### src/rtl/lcd_timing_gen.sv
// Raster timing generator for an RGB LCD panel: free-running h/v counters, pixel requests
// upstream, and a 3-stage sync/DE pipeline aligned with the returned RGB565 data.
module lcd_timing_gen #(
  parameter int unsigned H_SYNC   = 1,
  parameter int unsigned H_BACK   = 43,
  parameter int unsigned H_ACTIVE = 480,
  parameter int unsigned H_FRONT  = 8,
  parameter int unsigned V_SYNC   = 1,
  parameter int unsigned V_BACK   = 12,
  parameter int unsigned V_ACTIVE = 272,
  parameter int unsigned V_FRONT  = 8
) (
  input  logic        clk,
  input  logic        reset,
  output logic        req,
  output logic [10:0] x,
  output logic [9:0]  y,
  output logic        frame_start,
  input  logic [15:0] rgb_in,
  output logic        lcd_de,
  output logic        lcd_hsync_n,
  output logic        lcd_vsync_n,
  output logic [4:0]  lcd_r,
  output logic [5:0]  lcd_g,
  output logic [4:0]  lcd_b
);

  localparam int unsigned HTotal    = H_SYNC + H_BACK + H_ACTIVE + H_FRONT;
  localparam int unsigned VTotal    = V_SYNC + V_BACK + V_ACTIVE + V_FRONT;
  localparam int unsigned HActStart = H_SYNC + H_BACK;
  localparam int unsigned VActStart = V_SYNC + V_BACK;
  localparam int unsigned HActEnd   = HActStart + H_ACTIVE;
  localparam int unsigned VActEnd   = VActStart + V_ACTIVE;

  logic [10:0] hcnt_q, hcnt_d;
  logic [9:0]  vcnt_q, vcnt_d;
  logic [10:0] x_d;
  logic [9:0]  y_d;
  logic        h_wrap, v_wrap;
  logic        h_act, v_act, active, hsync, vsync, origin;

  // Stages 1 and 2 of the sync/DE delay; stage 3 is the panel outputs themselves.
  logic de_p1, de_p2, hs_n_p1, hs_n_p2, vs_n_p1, vs_n_p2;

  always_comb begin
    h_wrap = (hcnt_q == 11'(HTotal - 1));
    v_wrap = (vcnt_q == 10'(VTotal - 1));
    h_act  = (hcnt_q >= 11'(HActStart)) && (hcnt_q < 11'(HActEnd));
    v_act  = (vcnt_q >= 10'(VActStart)) && (vcnt_q < 10'(VActEnd));
    active = h_act && v_act;
    hsync  = (hcnt_q < 11'(H_SYNC));
    vsync  = (vcnt_q < 10'(V_SYNC));
    origin = (hcnt_q == '0) && (vcnt_q == '0);

    hcnt_d = h_wrap ? '0 : hcnt_q + 11'd1;
    vcnt_d = vcnt_q;
    if (h_wrap) begin
      vcnt_d = v_wrap ? '0 : vcnt_q + 10'd1;
    end

    // Coordinates hold their last value through blanking.
    x_d = x;
    y_d = y;
    if (active) begin
      x_d = hcnt_q - 11'(HActStart);
      y_d = vcnt_q - 10'(VActStart);
    end
  end

  always_ff @(posedge clk) begin
    if (reset) begin
      hcnt_q      <= '0;
      vcnt_q      <= '0;
      req         <= 1'b0;
      x           <= '0;
      y           <= '0;
      frame_start <= 1'b0;
      de_p1       <= 1'b0;
      de_p2       <= 1'b0;
      hs_n_p1     <= 1'b1;
      hs_n_p2     <= 1'b1;
      vs_n_p1     <= 1'b1;
      vs_n_p2     <= 1'b1;
      lcd_de      <= 1'b0;
      lcd_hsync_n <= 1'b1;
      lcd_vsync_n <= 1'b1;
      lcd_r       <= '0;
      lcd_g       <= '0;
      lcd_b       <= '0;
    end else begin
      hcnt_q      <= hcnt_d;
      vcnt_q      <= vcnt_d;
      req         <= active;
      x           <= x_d;
      y           <= y_d;
      frame_start <= origin;
      de_p1       <= active;
      de_p2       <= de_p1;
      hs_n_p1     <= ~hsync;
      hs_n_p2     <= hs_n_p1;
      vs_n_p1     <= ~vsync;
      vs_n_p2     <= vs_n_p1;
      lcd_de      <= de_p2;
      lcd_hsync_n <= hs_n_p2;
      lcd_vsync_n <= vs_n_p2;
      // rgb_in answers the request made one cycle earlier, so it lines up with de_p2.
      lcd_r       <= de_p2 ? rgb_in[15:11] : '0;
      lcd_g       <= de_p2 ? rgb_in[10:5]  : '0;
      lcd_b       <= de_p2 ? rgb_in[4:0]   : '0;
    end
  end

endmodule

### config.mk
export PLATFORM = sky130hd
export DESIGN_NAME = lcd_timing_gen
export DESIGN_NICKNAME = d
export VERILOG_FILES = /design/src/rtl/lcd_timing_gen.sv
export SDC_FILE = /design/constraint.sdc
export NUM_CORES = 1
export LEC_CHECK = 0
export ABC_AREA = 1
export CAP_MARGIN = 30
export CORE_MARGIN = 5
export CORE_UTILIZATION = 47
export DETAILED_ROUTE_END_ITERATION = 16
export PLACE_DENSITY = 0.73
export SLEW_MARGIN = 25
export SYNTH_ARGS = -nofsm -noshare
export SYNTH_HDL_FRONTEND = slang
export SYNTH_SLANG_ARGS = --single-unit
### constraint.sdc
create_clock -name clk -period 1.5 [get_ports clk]
set_input_delay 0.15 -clock clk [delete_from_list [all_inputs] [get_ports clk]]
set_output_delay 0.15 -clock clk [all_outputs]
set_load 0.005 [all_outputs]
==> results of run 1 <==
## critical path: cells and delay by family, from the launching register on
kind          cells  cell delay [ns]
simple gates      8             0.62
flops             1             0.38
buf+inv           3             0.34
fa+ha+maj         1             0.17
## final timing paths
kind / from / to / slack [ns] / cells after the start
hold reg to reg: vs_n_p2 / lcd_vsync_n / 0.41 / 1
setup reg to reg: vcnt_q[0] / x[6] / -0.12 / 12
hold / removal: rgb_in[2] / lcd_b[2] / 0.33 / 3
setup / recovery: vcnt_q[0] / x[6] / -0.12 / 12
## report_power, final
| part | internal (uW) | total [uW] | leakage, uW | switching [uW] |
|---|---|---|---|---|
| Clock | 813 | 1550 | 0.000106 | 737 |
| Sequential | 1820 | 1830 | 0.000557 | 14.9 |
| Combinational | 105 | 197 | 0.00160 | 92.2 |
| Total | 2740 | 3580 | 0.00226 | 844 |
## layer usage
metal  routed length, um  global-route usage (%)  vias to the layer above
met5                   0                       0                        -
met4                 156                    6.98                        0
met3                 699                    4.41                       16
met2                5110                    38.2                      163
met1                4210                    26.7                     1634
li1                    -                       -                     1743
## logic make-up after synthesis
kind of cell,share of synthesized area (%)
compound gates,8.17
fa+ha+maj,3.04
flops,41.4
xor+xnor,2.13
buf+inv,9.54
simple gates,35.7
## Yosys cell counts
cell and instances:
ha_1 8, a21oi_2 10, nand2_2 4, nor4_2 1, nor2_4 3, clkbuf_1 4, nor2_2 5, o21ai_0 10
o21a_1 2, nor3_1 11, xor2_1 8, buf_4 1, a21oi_1 19, clkinv_1 2, nand3b_1 2, buf_6 3
buf_8 1, a211oi_1 2, nand3_1 46, a31oi_1 1, nor3b_1 1, nor4_1 2, dfxtp_1 68, nand2_1 100
inv_1 44, inv_2 8, nand4_1 6, and3_1 2, or2_2 5, nor2_1 79, buf_2 8
## cell type report
cell class / instances / area (um2)
multi-input combinational: 327 / 1850
fill: 448 / 1700
sequential: 68 / 1390
timing repair buffer: 137 / 1330
inverter: 54 / 210
clock buffer: 10 / 138
tap: 96 / 120
clock inverter: 6 / 62.6
## state kept, by name, summed over array words and instances, names as in the netlist, 5 cells and up
register and flops:
hcnt_q 11, vcnt_q 10, y 10, lcd_b 5, lcd_g 6, lcd_r 5
x 11
## what timing repair did
action	4_1_cts	5_1_grt
hold endpoints to repair	0	0
endpoints found under the setup margin	41	42
cloned	2	3
pin swaps	8	12
setup buffers	9	3
gates resized for setup	31	46
## metrics by stage
| step | util (%) | area, um2 | hold WS (ns) | power (uW) | setup slack (ns) |
|---|---|---|---|---|---|
| final | 75.0 | 5100 | 0.334 | 3580 | -0.122 |
| after floorplan | - | 3320 | 0.257 | 1950 | -0.000600 |
| after global placement | 65.1 | 4420 | 0.394 | 2050 | -0.0485 |
| after CTS | 71.7 | 4870 | 0.333 | 3570 | -0.0597 |
| after global routing | 75.0 | 5100 | 0.343 | 3720 | -0.206 |
| after detailed placement | 65.1 | 4420 | 0.394 | 2060 | -0.150 |
==> summary.txt, run 1 <==
Run status
  • Status: finished, violations left
  • Failing checks: setup timing

Yosys
  • Synthesized net count: 492
  • Synth warnings: 0
  • Post-synthesis sequential area ratio: 41.4%
  • Distinct cells, synth: 31
  • Synth Register Bits: 68
  • Synth area leaders: dfxtp_1, nand2_1, nor2_1
  • Largest area contributor in the netlist: dfxtp_1
  • Syn avg cell area: 7.06 um2
  • Mapped Area: 3290 um2
  • Gate Count Post-Synth: 466
  • Top-area cell type share of the netlist area: 41.4%

Power and ir drop
  • Leak Pwr: 0.00226 uW
  • Pwr dens: 702 nW/um2
  • Worst IR Drop VDD: 0.494 mV

STA
  • Hold Violations, Final: 0
  • Max_slew headroom: 68.8%
  • Fin crit share: 108%
  • Post-layout min period: 1.62 ns
  • RSZ-0062 raised after global routing: yes
  • Worst Tran Pin Value: 0.464 ns
  • Worst Slack Setup Final: -0.122 ns
  • Slew Viols, Final: 0
  • Max Fclk: 616 MHz
  • Clock Skew: 0.0132 ns
  • Final setup viols: 24
  • Setup TNS: -1.75 ns

Setup path
  • Critical-path top delay cell: dfxtp_4
  • Crit path cell chain: inv_4, ha_4, nor2_4, nor2_2, nand2_1, nor2_2, nor2_4, buf_12, clkbuf_16, nand3_1, nand2_1, nor2_1
  • Critical path required time: 1.74 ns
  • CP peak stage delay: 0.38 ns
  • Crit path kind: reg -> reg
  • CP arrival: 1.86 ns
  • Crit path launch type: flip-flop
  • Max FO, Critical Path: 7
  • Worst setup EP type: flip-flop

CTS
  • CTS Buf Count: 9
  • Clock-pin transition on the worst setup and hold timing paths: 0.08 ns
  • CTS H-Tree Depth: 3
  • Clock root cell: clkbuf_8
  • CTS Sinks: 68
  • Hold_buf cts: 0
  • CTS Buffer Depth: 2
  • Clk_lat worst skew: 0.35 ns
  • TritonCTS clock tree: done

GRT
  • Largest net degree at the start of global routing: 22
  • Overall routing resource usage: 21.8%
  • Grt ovf: 0
  • Vias in the first global route: 3273
  • Initial antenna violation count: 0
  • First-pass GRT wire length: 15.4 mm

Floorplan
  • Die Height: 93.7 um
  • Die X: 93.7 um
  • Top Ports: 60
  • Number of cell rows: 30
  • Core ar.: 6790 um2
  • Die Area: 8780 um2
  • Starting density of the core: 48.4%

Detailed routing
  • DR DRC count: 0
  • Detailed Route Iter0 Violations: 231
  • Drt via density: 5.09
  • WL final: 10.2 mm
  • Via Count: 3556
  • Antenna viol nets, final: 0
  • WL/cell: 14.6 um
  • DRT Pass-1 Iters: 5

Cells and area
  • Share of layout cells above drive strength 1: 32.2%
  • Diode count: 0
  • Commonest non-fill, non-tap cell in the layout: nand2_1
  • Nets: 623
  • Fin cells: 698
  • Area Overhead vs Synth: 54.9%
  • Most frequent cells in the layout: nand2_1, nor2_1, buf_4

Place
  • DP HPWL: 6.44 mm
  • Placed cells: 666
  • Placer Congestion: 0.900
  • Number of buffers added on ports: 59

Hold path
  • Worst hold path class: in -> reg

Run
  • MaxCap Viol Count: 0
Power figures use the tool's default switching activity.
==> run 2, diff against run 1 <==
--- a/config.mk
+++ b/config.mk
@@ -10,7 +10,8 @@
 export CORE_MARGIN = 5
 export CORE_UTILIZATION = 47
 export DETAILED_ROUTE_END_ITERATION = 16
-export PLACE_DENSITY = 0.73
+export GPL_ROUTABILITY_DRIVEN = 1
+export PLACE_DENSITY = 0.78
 export SLEW_MARGIN = 25
 export SYNTH_ARGS = -nofsm -noshare
 export SYNTH_HDL_FRONTEND = slang
==> summary.txt, run 2 (synthesis results as in run 1) <==
Run status
  • Status: finished, violations left
  • Failing checks: setup timing

Cells and area
  • Multi-input gate area: 1860 um2 (+0.54%)
  • Area Overhead vs Synth: 54.6%
  • Share of layout cells above drive strength 1: 32.9% (+0.72 points)
  • Register area: 1390 um2 (+0.27%)
  • Biggest regs: hcnt_q: 11 flops, x: 11 flops
  • Most frequent cells in the layout: nand2_1, buf_4, nor2_1
  • Diode count: 0 (unchanged)
  • Number of fill cells: 450 (+0.45%)
  • Nets: 626 (+0.48%)
  • Finished Cell Area: 5090 um2 (-0.17%)
  • Commonest non-fill, non-tap cell in the layout: nand2_1

STA
  • Min Hold Slack: 0.334 ns (-0.000708 ns)
  • Post-layout min period: 1.54 ns (-0.0793 ns)
  • Setup TNS: -0.275 ns (+1.47 ns)
  • Max_slew headroom: 65.7% (-3.0 points)
  • Final setup viols: 13 (-46%)
  • Worst Tran Pin Value: 0.509 ns (+0.0449 ns)
  • Max Fclk: 648 MHz (+5.1%)
  • Fin crit share: 103% (-5.3 points)
  • Slew Viols, Final: 0 (unchanged)
  • Clock Skew: 0.0134 ns (+0.000183 ns)
  • RSZ-0062 raised after global routing: yes
  • Hold Violations, Final: 0 (unchanged)
  • Worst Slack Setup Final: -0.0432 ns (+0.0793 ns)

CTS
  • CTS H-Tree Depth: 3 (unchanged)
  • CTS Buffer Depth: 2 (unchanged)
  • Clock-pin transition on the worst setup and hold timing paths: 0.07 ns (about the same)
  • Clk_lat worst skew: 0.36 ns (about the same)
  • CTS Buf Count: 9 (unchanged)
  • TritonCTS clock tree: done
  • CTS Sinks: 68 (unchanged)
  • Clock root cell: clkbuf_8

Place
  • Cell Area, Placed: 4450 um2 (+0.62%)
  • Number of buffers added on ports: 59 (unchanged)
  • Placer Congestion: 0.904 (+0.43%)
  • DP Worst Slack: -0.0940 ns (+0.0561 ns)
  • DP HPWL: 6.68 mm (+3.7%)

Setup path
  • Worst Setup SP: hcnt_q[2]
  • Crit path launch type: flip-flop
  • Worst path bufs/invs: 3 (unchanged)
  • Worst setup EP type: flip-flop
  • CP peak stage delay: 0.39 ns (about the same)
  • CP delay by family, top: simple AND/OR/NAND/NOR gates
  • CP arrival: 1.78 ns (-0.08 ns)
  • Crit path cell chain: ha_4, nand2_2, inv_2, nand3_2, nand2_2, nor2_4, nor2_4, buf_6, buf_12, nand3_2, nand2_1, nor2_1
  • Crit path kind: reg -> reg
  • R2R Path Start: hcnt_q[2]
  • Critical-path top delay cell: dfxtp_4
  • Critical path required time: 1.74 ns (about the same)
  • Max FO, Critical Path: 7 (unchanged)

GRT
  • Overall routing resource usage: 23.6% (+1.8 points)
  • Largest net degree at the start of global routing: 25 (+14%)
  • First-pass GRT wire length: 16.3 mm (+6.1%)
  • Initial antenna violation count: 0 (unchanged)
  • Vias in the first global route: 3399 (+3.8%)
  • Grt ovf: 0 (unchanged)

Floorplan
  • Die Height: 93.7 um (unchanged)
  • Starting density of the core: 48.4% (unchanged)
  • Die X: 93.7 um (unchanged)
  • Core ar.: 6790 um2 (unchanged)
  • Number of cell rows: 30 (unchanged)
  • Top Ports: 60 (unchanged)
  • Die Area: 8780 um2 (unchanged)

Power and ir drop
  • Switching pwr: 824 uW (-2.4%)
  • P_int: 2700 uW (-1.4%)
  • Clock power frac: 41.7% (-1.6 points)
  • Leak Pwr: 0.00226 uW (-0.18%)
  • Comb pwr share: 6.3% (+0.8 points)
  • Switching share of total power: 23.4% (-0.18 points)
  • Reg power frac: 52.0% (+0.8 points)
  • Worst IR Drop VDD: 0.418 mV (-15%)
  • Pwr dens: 692 nW/um2 (-1.5%)

Detailed routing
  • Detailed Route Iter0 Violations: 265 (+15%)
  • Drt via density: 4.99 (-2.0%)
  • DRT Pass-1 Iters: 4 (-1)
  • WL final: 9.96 mm (-2.1%)
  • DR DRC count: 0 (unchanged)
  • Antenna viol nets, final: 0 (unchanged)
  • Via Count: 3494 (-1.7%)
  • WL/cell: 14.2 um (-2.4%)

Run
  • MaxCap Viol Count: 0 (unchanged)

Hold path
  • Worst hold path class: in -> reg
  • Hold Crit Start: rgb_in[14]
-- run 2: changes by cell type in the layout (fill, tap and decap cells not counted), moves of 4 or more --
cell and delta:
nand3_1 +6, buf_6 +4, nand2_1 -6, nor2_4 +4, nand3_2 -6, nand2_2 +6
-- run 2: worst paths after layout --
| check | slack, ns | cells after the start | endpoint |
|---|---|---|---|
| hold reg to reg | 0.41 | 1 | vs_n_p2 |
| setup reg to reg | -0.04 | 12 | x[4] |
| hold / removal | 0.33 | 3 | lcd_r[3] |
| setup / recovery | -0.04 | 12 | x[4] |
-- run 2: worst reg2reg max path, stage by stage, from the launching register on --
cell	delay (ns)
dfxtp_4	0.39
ha_4	0.15
nand2_2	0.05
inv_2	0.05
nand3_2	0.05
nand2_2	0.08
nor2_4	0.04
nor2_4	0.14
buf_6	0.15
buf_12	0.12
nand3_2	0.07
nand2_1	0.07
nor2_1	0.04
-- run 2: layer usage --
metal / GRT usage [%] / wire (um) / vias up
met5: 0 / 0 / -
met4: 8.42 / 194 / 0
met3: 4.97 / 719 / 24
met2: 40.6 / 4890 / 136
met1: 29.1 / 4150 / 1583
li1: - / - / 1751
-- run 2: power groups by stage --
stage	sequential, uW	clock, uW	combinational, uW
global placement	1870	0	183
finish	1830	1470	223
floorplan	1880	0	77.0
CTS	1830	1480	204
detailed placement	1880	0	187
global route	1830	1580	243
-- run 2: final cells by class --
class | instances | share of cell area [%]
tap | 96 | 2.36
sequential | 68 | 27.3
timing repair buffer | 140 | 26.2
multi-input combinational | 327 | 36.5
inverter | 54 | 4.03
clock buffer | 11 | 2.58
clock inverter | 4 | 1.01
-- run 2: what timing repair did --
| item | 4_1_cts | 5_1_grt |
|---|---|---|
| endpoints found under the setup margin | 37 | 43 |
| hold buffers | 0 | 0 |
| cloned | 3 | 0 |
| pin swaps | 19 | 9 |
| resized for setup | 48 | 43 |
| setup buffers | 9 | 5 |
-- run 2: stage by stage --
step	util (%)	std cells	power (uW)
3_3_place_gp	65.5	669	2060
3_5_place_dp	65.5	669	2060
2_1_floorplan	-	466	1950
5_1_grt	74.9	700	3660
6_report	74.9	700	3520
4_1_cts	72.8	696	3520
